$ cat config.mk
export PLATFORM = sky130hd
export DESIGN_NAME = sd_clk_ctrl
export DESIGN_NICKNAME = d
export VERILOG_FILES = /design/src/rtl/sd_clk_ctrl.sv
export SDC_FILE = /design/constraint.sdc
export NUM_CORES = 1
export LEC_CHECK = 0
export CAP_MARGIN = 20
export CORE_MARGIN = 10
export CORE_UTILIZATION = 53
export CTS_CLUSTER_DIAMETER = 120
export DETAILED_ROUTE_END_ITERATION = 12
export PLACE_DENSITY_LB_ADDON = 0.12
export SLEW_MARGIN = 30
export SYNTH_ARGS = -nofsm -noshare
export SYNTH_HDL_FRONTEND = slang
export SYNTH_SLANG_ARGS = --single-unit
export TNS_END_PERCENT = 20
$ cat constraint.sdc
create_clock -name CLK -period 1.9 [get_ports CLK]
set_input_delay 0.475 -clock CLK [delete_from_list [all_inputs] [get_ports CLK]]
set_output_delay 0.475 -clock CLK [all_outputs]
set_load 0.02 [all_outputs]
$ cat src/rtl/sd_clk_ctrl.sv
// Sequencing controller for sd_clock_divider: glitch-free start/stop/divider change
// on SD_CLK low phases, plus the power-up burst of init clocks.
module sd_clk_ctrl #(
    parameter logic [7:0] DEFAULT_DIV = 8'd124,
    parameter int         INIT_CYCLES = 80
) (
    input  logic       CLK,
    input  logic       RST,
    input  logic       CLK_EN,
    input  logic       CFG_REQ,
    input  logic [7:0] CFG_DIV,
    output logic       CFG_ACK,
    input  logic       INIT_REQ,
    output logic       INIT_DONE,
    input  logic       BUSY,
    input  logic       SD_CLK_IN,
    output logic [7:0] DIVIDER,
    output logic       DIV_RST,
    output logic       CLK_STABLE
);

    typedef enum logic [2:0] {
        ST_OFF,
        ST_RUN,
        ST_CHG_WAIT,
        ST_CHG_RST,
        ST_STOP_WAIT,
        ST_INIT
    } state_t;

    localparam logic [7:0] INIT_LAST = 8'(INIT_CYCLES);

    state_t     state_reg, state_next;
    logic [7:0] pending_reg, pending_next;
    logic [7:0] cnt_reg, cnt_next;
    logic       sd_q_reg;

    logic [7:0] divider_reg, divider_next;
    logic       div_rst_reg, div_rst_next;
    logic       cfg_ack_reg, cfg_ack_next;
    logic       init_done_reg, init_done_next;
    logic       clk_stable_reg, clk_stable_next;

    logic       sd_fall;
    logic       sd_rise;
    logic       cfg_take;

    assign sd_fall = sd_q_reg & ~SD_CLK_IN;
    assign sd_rise = ~sd_q_reg & SD_CLK_IN;
    // The requester holds CFG_REQ through the ack cycle; ignore it then so one request yields one ack.
    assign cfg_take = CFG_REQ & ~cfg_ack_reg;

    always_ff @(posedge CLK or posedge RST) begin
        if (RST) begin
            state_reg      <= ST_OFF;
            pending_reg    <= 8'd0;
            cnt_reg        <= 8'd0;
            sd_q_reg       <= 1'b0;
            divider_reg    <= DEFAULT_DIV;
            div_rst_reg    <= 1'b1;
            cfg_ack_reg    <= 1'b0;
            init_done_reg  <= 1'b0;
            clk_stable_reg <= 1'b0;
        end else begin
            state_reg      <= state_next;
            pending_reg    <= pending_next;
            cnt_reg        <= cnt_next;
            sd_q_reg       <= SD_CLK_IN;
            divider_reg    <= divider_next;
            div_rst_reg    <= div_rst_next;
            cfg_ack_reg    <= cfg_ack_next;
            init_done_reg  <= init_done_next;
            clk_stable_reg <= clk_stable_next;
        end
    end

    always_comb begin
        state_next   = state_reg;
        pending_next = pending_reg;
        cnt_next     = cnt_reg;
        case (state_reg)
            ST_OFF: begin
                if (!cfg_take && CLK_EN) begin
                    state_next = ST_RUN;
                end
            end
            ST_RUN: begin
                if (INIT_REQ) begin
                    state_next = ST_INIT;
                    cnt_next   = 8'd0;
                end else if (!CLK_EN) begin
                    // A stop request outranks a divider change even while BUSY defers it.
                    if (!BUSY) begin
                        state_next = ST_STOP_WAIT;
                    end
                end else if (cfg_take && !BUSY) begin
                    state_next   = ST_CHG_WAIT;
                    pending_next = CFG_DIV;
                end
            end
            ST_CHG_WAIT: begin
                if (sd_fall) begin
                    state_next = ST_CHG_RST;
                end
            end
            ST_CHG_RST: begin
                state_next = ST_RUN;
            end
            ST_STOP_WAIT: begin
                if (CLK_EN) begin
                    state_next = ST_RUN;
                end else if (sd_fall) begin
                    state_next = ST_OFF;
                end
            end
            ST_INIT: begin
                if (sd_rise) begin
                    cnt_next = cnt_reg + 8'd1;
                    if (cnt_next == INIT_LAST) begin
                        state_next = ST_RUN;
                    end
                end
            end
            default: begin
                state_next = ST_OFF;
            end
        endcase
    end

    // Registered outputs follow the state being entered, so they line up with the new state.
    always_comb begin
        divider_next    = divider_reg;
        div_rst_next    = (state_next == ST_OFF) || (state_next == ST_CHG_RST);
        clk_stable_next = (state_next == ST_RUN) || (state_next == ST_INIT);
        cfg_ack_next    = (state_reg == ST_CHG_RST) || ((state_reg == ST_OFF) && cfg_take);
        init_done_next  = (state_reg == ST_INIT) && (state_next == ST_RUN);
        if ((state_reg == ST_OFF) && cfg_take) begin
            divider_next = CFG_DIV;
        end else if ((state_reg == ST_CHG_WAIT) && (state_next == ST_CHG_RST)) begin
            divider_next = pending_reg;
        end
    end

    assign DIVIDER    = divider_reg;
    assign DIV_RST    = div_rst_reg;
    assign CFG_ACK    = cfg_ack_reg;
    assign INIT_DONE  = init_done_reg;
    assign CLK_STABLE = clk_stable_reg;

endmodule

==> reports/metrics.json, run 1 <==
{
  "tritoncts": {"value": "done"},
  "fin_nets": {"value": 220},
  "failed_checks": {"value": "setup timing"},
  "initialDrtViolationCount": {"value": 41},
  "synthesized_area": {"value": 1690, "unit": "um^2"},
  "ir_drop": {"value": 0.000601, "unit": "V"},
  "post_synth_num_cell_types": {"value": 44},
  "drtAntennaViolNets": {"value": 0},
  "antenna_found_initial": {"value": 0},
  "fraction_of_synthesized_area_in_multiplexers": {"value": 0.130},
  "synth_ff_type": {"value": "sky130_fd_sc_hd__dfrtp_1"},
  "reg2reg_to": {"value": "pending_reg[1]"},
  "met2_length": {"value": 1.71, "unit": "mm"},
  "synth.yosys.warnings": {"value": 0},
  "hold_viol": {"value": 0},
  "hold_slack": {"value": 0.519, "unit": "ns"},
  "synth_compound_area_frac": {"value": 0.158},
  "met3WireLength": {"value": 210, "unit": "um"},
  "detailedPlacementHpwl": {"value": 2.70, "unit": "mm"},
  "slew_violations": {"value": 0},
  "power_leakage": {"value": 1.01, "unit": "nW"},
  "p_per_area": {"value": 1170, "unit": "nW/um^2"},
  "post-route-min-period": {"value": 1.92, "unit": "ns"},
  "timing.hold.worst.class": {"value": "register to register"},
  "cts.sinks": {"value": 32},
  "synth_enable_flop_cells": {"value": 0},
  "layout_commonest_cell": {"value": "sky130_fd_sc_hd__dfrtp_1"},
  "start_kind": {"value": "input port"},
  "route.detailed.vias_per_inst": {"value": 5.51},
  "ctsRootBufferMaster": {"value": "sky130_fd_sc_hd__clkbuf_4"},
  "crit_fanout": {"value": 9},
  "grt_max_degree": {"value": 33},
  "max-slew-margin-rel": {"value": 0.734},
  "number_of_max_cap_violations": {"value": 0},
  "postLayoutSetupSlackWorst": {"value": -0.0242, "unit": "ns"},
  "post_route_cells_drive_above_1_share": {"value": 0.196},
  "portBuffers": {"value": 26},
  "clock_pin_slew_of_the_registers_on_the_worst_case_setup_and_hold_paths": {"value": 0.09, "unit": "ns"},
  "yosys.area_share.xor_xnor": {"value": 0.00519},
  "core_box_area": {"value": 3050, "unit": "um^2"},
  "cts_buffers": {"value": 5},
  "via_count_of_the_first_global_routing_pass": {"value": 1306},
  "htree_num_levels": {"value": 2},
  "antenna_cells": {"value": 0},
  "worstMarginPinSlew": {"value": 0.399, "unit": "ns"},
  "dr.pass1.iters": {"value": 5},
  "wire_length_of_the_first_global_routing_pass": {"value": 6.08, "unit": "mm"},
  "ctsHoldBuffers": {"value": 0},
  "fp.dieArea": {"value": 5840, "unit": "um^2"},
  "critPathKind": {"value": "input port to register"},
  "hold_path_startpoint": {"value": "pending_reg[6]"},
  "required": {"value": 2.11, "unit": "ns"},
  "vias": {"value": 1367},
  "globalRouteOverflowTotal": {"value": 0},
  "initial_utilization": {"value": 0.553},
  "end_kind": {"value": "register"},
  "place_congestion": {"value": 0.830},
  "reg2reg_setup_slack": {"value": 0.09, "unit": "ns"},
  "rr_worst_depth": {"value": 4},
  "rows": {"value": 20},
  "ys_seq_elements": {"value": 32},
  "clock_insertion_delay_worst_skew": {"value": 0.32, "unit": "ns"},
  "routed.top_layer": {"value": "met4"},
  "layout.cells.most_common_list": {"value": "sky130_fd_sc_hd__dfrtp_1, sky130_fd_sc_hd__clkdlybuf4s50_1, sky130_fd_sc_hd__nand2_1"},
  "run_status": {"value": "finished with violations"},
  "p_total": {"value": 0.00253, "unit": "W"},
  "post_route_drc": {"value": 0},
  "cp.arrival": {"value": 2.14, "unit": "ns"},
  "synth_sequential_area_ratio": {"value": 0.479},
  "synthArstFlopShare": {"value": 1.00},
  "synthToLayoutAreaGrowth": {"value": 28.2, "unit": "%"},
  "postRouteWirelength": {"value": 3.66, "unit": "mm"},
  "end_of_the_worst_hold_path": {"value": "pending_reg[6]"},
  "crit_path_start": {"value": "INIT_REQ"},
  "synth-adder-area-share": {"value": 0.00741},
  "synth-simple-area-share": {"value": 0.192},
  "setup_violation_total_in_the_final_timing_report": {"value": 8},
  "syn_nets": {"value": 178},
  "combinational_family_with_the_most_area_after_synthesis": {"value": "simple AND/OR/NAND/NOR gates"},
  "achievable-frequency": {"value": 520, "unit": "MHz"},
  "groute.usage.overall": {"value": 0.125},
  "worstHoldPathCells": {"value": 1},
  "synthesis.instances": {"value": 162},
  "synth_area_per_cell": {"value": 10.4, "unit": "um^2"},
  "post_drt_wl_per_cell": {"value": 14.8, "unit": "um"},
  "wl_met1": {"value": 1.69, "unit": "mm"},
  "clock_buffer_depth": {"value": 2},
  "floorplan.io_pins": {"value": 27},
  "timing.rr.start": {"value": "state_reg[2]"},
  "fin_skew": {"value": 0.00231, "unit": "ns"},
  "fin_crit_sh": {"value": 1.01},
  "die_height": {"value": 76.4, "unit": "um"},
  "fp.dieW": {"value": 76.4, "unit": "um"}
}
[metal layers]
metal / up-vias / global-route usage
li1: 672 / -
met1: 655 / 0.142
met2: 34 / 0.207
met3: 6 / 0.0495
met4: 0 / 0.0446
met5: - / 0
[repair_timing]
| item | 4_1_cts | 5_1_grt |
|---|---|---|
| setup buffers | 0 | 0 |
| setup endpoints to repair | 14 | 12 |
| resized for setup | 7 | 3 |
[layout make-up]
cell class | instances | area (um^2)
well taps | 44 | 55.1
inverters | 4 | 15.0
multi-input cells | 120 | 840
flip-flops and latches | 32 | 808
fillers | 246 | 888
clock buffers | 7 | 65.1
repair buffers | 41 | 382
[how the worst max path moves through the flow]
stage / to / slack, ns / depth (start not counted)
6_report: pending_reg[1] / -0.02 / 5
5_1_grt: pending_reg[2] / -0.01 / 5
4_1_cts: pending_reg[1] / 0.006 / 5
3_5_place_dp: pending_reg[1] / -0.38 / 5
3_3_place_gp: pending_reg[6] / -0.36 / 5
2_1_floorplan: pending_reg[0] / 0.12 / 4
[per-stage QoR]
stage	instance area, um^2	setup slack [ns]	TNS (ns)	cells	util
after floorplan	1690	0.123	0	162	-
after global placement	2100	-0.356	-4.28	241	0.686
after detailed placement	2100	-0.376	-4.84	241	0.686
after CTS	2160	0.00610	0	248	0.707
after global routing	2160	-0.0128	-0.0549	248	0.709
final	2160	-0.0242	-0.127	248	0.709
[worst max-delay path, stage by stage]
cell	delay, ns
sky130_fd_sc_hd__clkdlybuf4s50_1	0.41
sky130_fd_sc_hd__or3_4	0.38
sky130_fd_sc_hd__or3_4	0.40
sky130_fd_sc_hd__buf_6	0.16
sky130_fd_sc_hd__mux2_4	0.30
[cells in the mapped netlist, types with 2 or more instances]
| cell type | count | area [um^2] |
|---|---|---|
| sky130_fd_sc_hd__dfrtp_1 | 26 | 651 |
| sky130_fd_sc_hd__nand2_1 | 18 | 67.6 |
| sky130_fd_sc_hd__o21ai_0 | 14 | 70.1 |
| sky130_fd_sc_hd__mux2i_1 | 10 | 100 |
| sky130_fd_sc_hd__mux2_4 | 8 | 120 |
| sky130_fd_sc_hd__nor2_1 | 7 | 26.3 |
| sky130_fd_sc_hd__a21oi_1 | 6 | 30.0 |
| sky130_fd_sc_hd__dfstp_2 | 6 | 158 |
| sky130_fd_sc_hd__nor2b_1 | 5 | 31.3 |
| sky130_fd_sc_hd__and3_1 | 4 | 25.0 |
| sky130_fd_sc_hd__inv_1 | 4 | 15.0 |
| sky130_fd_sc_hd__nand2b_1 | 4 | 25.0 |
| sky130_fd_sc_hd__o21bai_1 | 4 | 30.0 |
| sky130_fd_sc_hd__clkbuf_1 | 3 | 11.3 |
| sky130_fd_sc_hd__nand3_1 | 3 | 15.0 |
| sky130_fd_sc_hd__o21ai_1 | 3 | 15.0 |
| sky130_fd_sc_hd__or3_1 | 3 | 18.8 |
| sky130_fd_sc_hd__a211oi_1 | 2 | 15.0 |
| sky130_fd_sc_hd__a21o_1 | 2 | 15.0 |
| sky130_fd_sc_hd__a22o_1 | 2 | 17.5 |
| sky130_fd_sc_hd__a32oi_1 | 2 | 17.5 |
| sky130_fd_sc_hd__buf_2 | 2 | 10.0 |
| sky130_fd_sc_hd__nand4_1 | 2 | 12.5 |
| sky130_fd_sc_hd__o31ai_1 | 2 | 15.0 |
[power breakdown]
| group | leakage, nW | internal [W] | switching [W] |
|---|---|---|---|
| combinational | 0.576 | 0.000519 | 0.000485 |
| clock | 0.0374 | 0.000210 | 0.000219 |
| sequential | 0.399 | 0.000937 | 0.000161 |
| total | 1.01 | 0.00167 | 0.000866 |
[kinds of logic after synthesis]
| family | Yosys count |
|---|---|
| AO/OA/AOI/OAI | 42 |
| AND/OR/NAND/NOR | 58 |
| adder cells (fa/ha/maj) | 1 |
| multiplexers | 18 |
| buffers and inverters | 10 |
| flip-flops | 32 |
| XOR/XNOR | 1 |
Power figures use the tool's default switching activity.
==> run 2: changes to the inputs <==
--- a/config.mk
+++ b/config.mk
@@ -10,6 +10,8 @@
 export CORE_UTILIZATION = 53
 export CTS_CLUSTER_DIAMETER = 120
 export DETAILED_ROUTE_END_ITERATION = 12
+export GPL_ROUTABILITY_DRIVEN = 1
+export GPL_TIMING_DRIVEN = 0
 export PLACE_DENSITY_LB_ADDON = 0.12
 export SLEW_MARGIN = 30
 export SYNTH_ARGS = -nofsm -noshare
==> reports/metrics.json, run 2 (synthesis results as in run 1) <==
{
  "number_of_max_cap_violations": {"value": 0, "change": "unchanged"},
  "hold_viol": {"value": 0, "change": "unchanged"},
  "htree_num_levels": {"value": 2, "change": "unchanged"},
  "seq_power_share": {"value": 0.427, "change": "-0.007"},
  "p_int": {"value": 0.00169, "unit": "W", "change": "+1.4%"},
  "globalRouteOverflowTotal": {"value": 0, "change": "unchanged"},
  "post_route_drc": {"value": 0, "change": "unchanged"},
  "post_route_cells_drive_above_1_share": {"value": 0.172, "change": "-0.0244"},
  "ir_drop": {"value": 0.000676, "unit": "V", "change": "+13%"},
  "cts.sinks": {"value": 32, "change": "unchanged"},
  "top_usage_layer": {"value": "met2"},
  "initial_utilization": {"value": 0.553, "change": "unchanged"},
  "dr.pass1.iters": {"value": 4, "change": "-1"},
  "setup_violation_total_in_the_final_timing_report": {"value": 0, "change": "-8"},
  "grt_max_degree": {"value": 33, "change": "unchanged"},
  "post_drt_wl_per_cell": {"value": 15.7, "unit": "um", "change": "+6.8%"},
  "worst_setup_path_endpoint": {"value": "pending_reg[6]"},
  "floorplan.io_pins": {"value": 27, "change": "unchanged"},
  "achievable-frequency": {"value": 542, "unit": "MHz", "change": "+4.3%"},
  "rr_worst_depth": {"value": 4, "change": "unchanged"},
  "crit_path_cell_trace": {"value": "or3_4, or3_1, buf_6, mux2_4"},
  "combinational_fraction_of_design_power": {"value": 0.370, "change": "-0.027"},
  "start_kind": {"value": "register"},
  "synthToLayoutAreaGrowth": {"value": 24.4, "unit": "%"},
  "worstHoldPathCells": {"value": 1, "change": "unchanged"},
  "fp.dieArea": {"value": 5840, "unit": "um^2", "change": "unchanged"},
  "post-route-min-period": {"value": 1.84, "unit": "ns", "change": "-0.0795 ns"},
  "max-slew-margin-rel": {"value": 0.564, "change": "-0.169"},
  "final_design_area_no_fill": {"value": 2100, "unit": "um^2", "change": "-3.0%"},
  "fillers": {"value": 248, "change": "+0.81%"},
  "place_area": {"value": 2000, "unit": "um^2", "change": "-4.4%"},
  "power.switching_fraction": {"value": 0.350, "change": "+0.00790"},
  "layout_commonest_cell": {"value": "sky130_fd_sc_hd__dfrtp_1"},
  "p_per_area": {"value": 1240, "unit": "nW/um^2", "change": "+5.8%"},
  "portBuffers": {"value": 26, "change": "unchanged"},
  "end_kind": {"value": "register"},
  "via_count_of_the_first_global_routing_pass": {"value": 1370, "change": "+4.9%"},
  "reg2reg_setup_slack": {"value": 0.06, "unit": "ns", "change": "-0.03 ns"},
  "net-switching-power": {"value": 0.000908, "unit": "W", "change": "+5.0%"},
  "globalRouteMet2Util": {"value": 0.202, "change": "-0.00510"},
  "ctsRootBufferMaster": {"value": "sky130_fd_sc_hd__clkbuf_4"},
  "rows": {"value": 20, "change": "unchanged"},
  "met3_usage": {"value": 0.0531, "change": "+0.00354"},
  "antenna_found_initial": {"value": 0, "change": "unchanged"},
  "logic_depth_of_the_worst_setup_path_including_buffers": {"value": 4, "change": "-1"},
  "rsz0062_at_grt": {"value": "false"},
  "postRouteWirelength": {"value": 3.81, "unit": "mm", "change": "+4.2%"},
  "wire_length_of_the_first_global_routing_pass": {"value": 6.44, "unit": "mm", "change": "+5.9%"},
  "critical_path.max_stage_delay": {"value": 0.45, "unit": "ns", "change": "+0.04 ns"},
  "required": {"value": 2.13, "unit": "ns", "change": "+0.02 ns"},
  "crit_fanout": {"value": 9, "change": "unchanged"},
  "place_congestion": {"value": 0.857, "change": "+3.2%"},
  "clock_pin_slew_of_the_registers_on_the_worst_case_setup_and_hold_paths": {"value": 0.12, "unit": "ns", "change": "+0.03 ns"},
  "antenna_cells": {"value": 0, "change": "unchanged"},
  "initialDrtViolationCount": {"value": 131, "change": "+220%"},
  "grt_util_met1": {"value": 0.159, "change": "+0.0172"},
  "timing.critical_path.buf_inv": {"value": 1, "change": "-1"},
  "clock_power_share": {"value": 0.203, "change": "+0.034"},
  "fin_crit_sh": {"value": 0.971, "change": "-0.0418"},
  "critPathSlowestCell": {"value": "sky130_fd_sc_hd__dfrtp_1"},
  "cp.arrival": {"value": 2.08, "unit": "ns", "change": "-0.06 ns"},
  "critPathKind": {"value": "register to register"},
  "slew_violations": {"value": 0, "change": "unchanged"},
  "die_height": {"value": 76.4, "unit": "um", "change": "unchanged"},
  "route.detailed.vias_per_inst": {"value": 5.69, "change": "+3.3%"},
  "reg2reg_to": {"value": "pending_reg[6]"},
  "power_leakage": {"value": 0.978, "unit": "nW", "change": "-3.5%"},
  "layout.cells.most_common_list": {"value": "sky130_fd_sc_hd__dfrtp_1, sky130_fd_sc_hd__nand2_1, sky130_fd_sc_hd__clkdlybuf4s50_1"},
  "cts_buffers": {"value": 5, "change": "unchanged"},
  "fin_skew": {"value": 0.0143, "unit": "ns", "change": "+0.0120 ns"},
  "tritoncts": {"value": "done"},
  "drtAntennaViolNets": {"value": 0, "change": "unchanged"},
  "clock_insertion_delay_worst_skew": {"value": 0.35, "unit": "ns", "change": "+0.03 ns"},
  "ctsHoldBuffers": {"value": 0, "change": "unchanged"},
  "timing.hold.worst.class": {"value": "register to register"},
  "detailedPlacementHpwl": {"value": 2.74, "unit": "mm", "change": "+1.5%"},
  "vias": {"value": 1378, "change": "+0.80%"},
  "groute.usage.overall": {"value": 0.133, "change": "+0.00770"},
  "timing.setup.tns": {"value": 0, "unit": "ns", "change": "+0.127 ns"},
  "worstMarginPinSlew": {"value": 0.653, "unit": "ns", "change": "+0.253 ns"},
  "core_box_area": {"value": 3050, "unit": "um^2", "change": "unchanged"},
  "fin_nets": {"value": 213, "change": "-3.2%"},
  "fp.dieW": {"value": 76.4, "unit": "um", "change": "unchanged"},
  "crit_path_start": {"value": "state_reg[2]"},
  "run_status": {"value": "complete, no violations"},
  "clock_buffer_depth": {"value": 2, "change": "unchanged"},
  "crit_family": {"value": "simple AND/OR/NAND/NOR gates"},
  "timing.rr.start": {"value": "state_reg[2]"}
}
-- run 2: cell count changes in the layout (fill, tap and decap cells not counted), sizes merged --
cell	previous run	this run
dlygate4sd2	6	7
buf	15	5
bufinv	0	1
dlymetal6s2s	0	1
clkinvlp	0	1
clkdlybuf4s50	20	18
clkinv	0	1
clkbuf	7	8
-- run 2: repair_timing --
| item | in CTS | in global routing |
|---|---|---|
| pin swaps | 0 | 0 |
| buffers inserted | 0 | 2 |
| endpoints found under the setup margin | 15 | 15 |
| endpoints found under the hold margin | 0 | 0 |
| resized for setup | 8 | 6 |
-- run 2: worst min path at each step --
stage / start / end / slack [ns]
final: pending_reg[3] / pending_reg[3] / 0.52
after detailed placement: pending_reg[0] / pending_reg[0] / 0.49
after global routing: pending_reg[3] / pending_reg[3] / 0.54
after floorplan: pending_reg[0] / pending_reg[0] / 0.48
after CTS: RST / INIT_DONE / 0.52
after global placement: pending_reg[5] / pending_reg[5] / 0.49
-- run 2: power groups by stage --
stage / clock network, W / logic, W / registers (W)
global placement: 0 / 0.000930 / 0.00110
detailed placement: 0 / 0.000958 / 0.00112
global route: 0.000569 / 0.00105 / 0.00114
floorplan: 0 / 0.000503 / 0.00120
finish: 0.000527 / 0.000962 / 0.00111
CTS: 0.000542 / 0.000926 / 0.00110
-- run 2: per-layer routing --
layer  wire, um  share of wire
met2       1830           0.48
met4         68          0.018
met5          0              0
met3        248          0.065
met1       1660           0.44
-- run 2: cell type report --
cell class | instances | area, um^2 | share of cell area
Buffer | 6 | 33.8 | 0.0161
Clock buffer | 5 | 37.5 | 0.0179
Clock inverter | 3 | 42.5 | 0.0203
Inverter | 4 | 15.0 | 0.00715
Multi-Input combinational cell | 120 | 837 | 0.399
Sequential cell | 32 | 810 | 0.386
Tap cell | 44 | 55.1 | 0.0262
Timing Repair Buffer | 28 | 269 | 0.128
-- run 2: stage by stage --
step                utilization  total power [W]  hold WS [ns]  worst slack [ns]  cells
floorplan                     -          0.00170         0.481             0.123    162
global placement          0.656          0.00203         0.491            -0.396    232
detailed placement        0.656          0.00207         0.492            -0.409    232
CTS                       0.680          0.00257         0.520           0.00579    240
global route              0.688          0.00276         0.539          0.000299    242
finish                    0.688          0.00260         0.518            0.0553    242
==> run 3: changes to the inputs <==
--- a/config.mk
+++ b/config.mk
@@ -6,13 +6,14 @@
 export NUM_CORES = 1
 export LEC_CHECK = 0
 export CAP_MARGIN = 20
-export CORE_MARGIN = 10
+export CORE_MARGIN = 2
 export CORE_UTILIZATION = 53
 export CTS_CLUSTER_DIAMETER = 120
 export DETAILED_ROUTE_END_ITERATION = 12
 export GPL_ROUTABILITY_DRIVEN = 1
 export GPL_TIMING_DRIVEN = 0
-export PLACE_DENSITY_LB_ADDON = 0.12
+export PLACE_DENSITY_LB_ADDON = 0.05
+export SETUP_SLACK_MARGIN = 0.02
 export SLEW_MARGIN = 30
 export SYNTH_ARGS = -nofsm -noshare
 export SYNTH_HDL_FRONTEND = slang
==> reports/metrics.json, run 3 (synthesis results as in run 1) <==
{
  "portBuffers": {"value": 26, "change": "unchanged"},
  "fillers": {"value": 257, "change": "+3.6%"},
  "clock_pin_slew_of_the_registers_on_the_worst_case_setup_and_hold_paths": {"value": 0.10, "unit": "ns", "change": "-0.02 ns"},
  "htree_num_levels": {"value": 2, "change": "unchanged"},
  "ir_drop": {"value": 0.000566, "unit": "V", "change": "-16%"},
  "ctsHoldBuffers": {"value": 0, "change": "unchanged"},
  "antenna_found_initial": {"value": 0, "change": "unchanged"},
  "initial_utilization": {"value": 0.553, "change": "unchanged"},
  "hold_slack": {"value": 0.517, "unit": "ns", "change": "-0.00116 ns"},
  "floorplan.io_pins": {"value": 27, "change": "unchanged"},
  "finish.cell_count_without_fillers": {"value": 239, "change": "-1.2%"},
  "rsz0062_at_grt": {"value": "false"},
  "post-route-min-period": {"value": 1.82, "unit": "ns", "change": "-0.0245 ns"},
  "p_int": {"value": 0.00166, "unit": "W", "change": "-1.5%"},
  "required": {"value": 2.11, "unit": "ns", "change": "-0.02 ns"},
  "number_of_max_cap_violations": {"value": 0, "change": "unchanged"},
  "fin_skew": {"value": 0.00720, "unit": "ns", "change": "-0.00706 ns"},
  "rows": {"value": 20, "change": "unchanged"},
  "die_height": {"value": 60.4, "unit": "um", "change": "-21%"},
  "cp.arrival": {"value": 2.03, "unit": "ns", "change": "-0.05 ns"},
  "slew_violations": {"value": 0, "change": "unchanged"},
  "end_kind": {"value": "register"},
  "run_status": {"value": "complete, no violations"},
  "post_route_drc": {"value": 0, "change": "unchanged"},
  "clock_power_share": {"value": 0.203, "change": "about the same"},
  "power.switching_fraction": {"value": 0.340, "change": "-0.00962"},
  "clock_buffer_depth": {"value": 2, "change": "unchanged"},
  "cts_buffers": {"value": 5, "change": "unchanged"},
  "layout.cells.most_common_list": {"value": "sky130_fd_sc_hd__dfrtp_1, sky130_fd_sc_hd__nand2_1, sky130_fd_sc_hd__clkdlybuf4s50_1"},
  "antenna_cells": {"value": 0, "change": "unchanged"},
  "place_area": {"value": 2000, "unit": "um^2", "change": "unchanged"},
  "post_drt_wl_per_cell": {"value": 14.2, "unit": "um", "change": "-10%"},
  "dr.pass1.iters": {"value": 4, "change": "unchanged"},
  "seq_power_share": {"value": 0.436, "change": "+0.009"},
  "fin_crit_sh": {"value": 0.958, "change": "-0.0129"},
  "crit_fanout": {"value": 9, "change": "unchanged"},
  "layout_commonest_cell": {"value": "sky130_fd_sc_hd__dfrtp_1"},
  "final_design_area_no_fill": {"value": 2080, "unit": "um^2", "change": "-0.95%"},
  "route.detailed.vias_per_inst": {"value": 5.64, "change": "-0.95%"},
  "power_leakage": {"value": 0.960, "unit": "nW", "change": "-1.8%"},
  "drtAntennaViolNets": {"value": 0, "change": "unchanged"},
  "via_count_of_the_first_global_routing_pass": {"value": 1286, "change": "-6.1%"},
  "setup_violation_total_in_the_final_timing_report": {"value": 0, "change": "unchanged"},
  "post_route_cells_drive_above_1_share": {"value": 0.159, "change": "-0.0127"},
  "globalRouteOverflowTotal": {"value": 0, "change": "unchanged"},
  "p_per_area": {"value": 1210, "unit": "nW/um^2", "change": "-2.0%"},
  "fp.dieW": {"value": 60.4, "unit": "um", "change": "-21%"},
  "core_box_area": {"value": 3050, "unit": "um^2", "change": "unchanged"},
  "postLayoutSetupSlackWorst": {"value": 0.0798, "unit": "ns", "change": "+0.0245 ns"},
  "dp_slack": {"value": -0.399, "unit": "ns", "change": "+0.00971 ns"},
  "fin_nets": {"value": 210, "change": "-1.4%"},
  "groute.usage.overall": {"value": 0.209, "change": "+0.0760"},
  "max-slew-margin-rel": {"value": 0.559, "change": "-0.00531"},
  "achievable-frequency": {"value": 549, "unit": "MHz", "change": "+1.3%"},
  "net-switching-power": {"value": 0.000857, "unit": "W", "change": "-5.6%"},
  "ctsRootBufferMaster": {"value": "sky130_fd_sc_hd__clkbuf_4"},
  "synthToLayoutAreaGrowth": {"value": 23.2, "unit": "%"},
  "critPathKind": {"value": "register to register"},
  "vias": {"value": 1348, "change": "-2.2%"},
  "grt_max_degree": {"value": 33, "change": "unchanged"},
  "wire_length_of_the_first_global_routing_pass": {"value": 5.64, "unit": "mm", "change": "-12%"},
  "reg2reg_setup_slack": {"value": 0.08, "unit": "ns", "change": "+0.02 ns"},
  "timing.hold.worst.class": {"value": "register to register"},
  "utilization": {"value": 0.681, "change": "-0.00656"},
  "place_congestion": {"value": 0.835, "change": "-2.5%"},
  "worstMarginPinSlew": {"value": 0.661, "unit": "ns", "change": "+0.00795 ns"},
  "postRouteWirelength": {"value": 3.39, "unit": "mm", "change": "-11%"},
  "hold_viol": {"value": 0, "change": "unchanged"},
  "initialDrtViolationCount": {"value": 39, "change": "-70%"},
  "start_kind": {"value": "register"},
  "fp.dieArea": {"value": 3650, "unit": "um^2", "change": "-37%"},
  "tritoncts": {"value": "done"},
  "detailedPlacementHpwl": {"value": 2.39, "unit": "mm", "change": "-13%"},
  "number_of_placed_cells_counting_well_taps": {"value": 232, "change": "unchanged"},
  "combinational_fraction_of_design_power": {"value": 0.361, "change": "-0.009"},
  "cts.sinks": {"value": 32, "change": "unchanged"},
  "clock_insertion_delay_worst_skew": {"value": 0.33, "unit": "ns", "change": "-0.02 ns"}
}
run 3: changes by cell type in the layout (fill, tap and decap cells not counted), sizes merged:
cell,delta
dlygate4sd2,+1
clkinvlp,-1
dlymetal6s2s,-1
buf,-2
run 3: metal layers:
metal | global-route usage | vias up | part of all wire
li1 | - | 653 | -
met1 | 0.265 | 655 | 0.46
met2 | 0.356 | 35 | 0.49
met3 | 0.0512 | 5 | 0.041
met4 | 0.0621 | 0 | 0.0097
met5 | 0 | - | 0
run 3: repair_timing:
| item | CTS | global route |
|---|---|---|
| setup buffers | 0 | 0 |
| resized for setup | 9 | 8 |
| gates cloned | 0 | 0 |
| setup endpoints to repair | 22 | 17 |
run 3: worst max-delay path: stages, from the launching register on:
cell and delay, ns:
sky130_fd_sc_hd__dfrtp_1 0.44, sky130_fd_sc_hd__or3_4 0.41, sky130_fd_sc_hd__or3_1 0.39, sky130_fd_sc_hd__buf_6 0.17, sky130_fd_sc_hd__mux2_4 0.30
run 3: final timing paths:
kind | endpoint | cells after the start | startpoint
hold reg to reg | pending_reg[2] | 1 | pending_reg[2]
setup reg to reg | pending_reg[4] | 4 | state_reg[2]
min in group asynchronous | pending_reg[3] | 2 | RST
hold / removal | pending_reg[2] | 1 | pending_reg[2]
setup / recovery | pending_reg[4] | 4 | state_reg[2]
max in group asynchronous | state_reg[0] | 2 | RST
run 3: metrics by stage:
| stage | power (W) | TNS [ns] |
|---|---|---|
| finish | 0.00252 | 0 |
| CTS | 0.00253 | 0 |
| global route | 0.00270 | 0 |
| floorplan | 0.00170 | 0 |
| global placement | 0.00202 | -6.37 |
| detailed placement | 0.00205 | -7.16 |
run 3: cell type report:
cell class | count | area [um^2] | share of cell area
Multi-Input combinational cell | 120 | 838 | 0.403
Sequential cell | 32 | 810 | 0.389
Timing Repair Buffer | 26 | 250 | 0.120
Tap cell | 44 | 55.1 | 0.0265
Clock buffer | 6 | 41.3 | 0.0199
Clock inverter | 2 | 35.0 | 0.0168
Buffer | 5 | 35.0 | 0.0168
Inverter | 4 | 15.0 | 0.00722
run 3: power groups by stage:
stage                     clock (W)  sequential (W)  combinational (W)
final                      0.000511         0.00110           0.000911
after global placement            0         0.00110           0.000921
after detailed placement          0         0.00111           0.000937
after global routing       0.000566         0.00113            0.00101
after CTS                  0.000528         0.00110           0.000905
after floorplan                   0         0.00120           0.000503
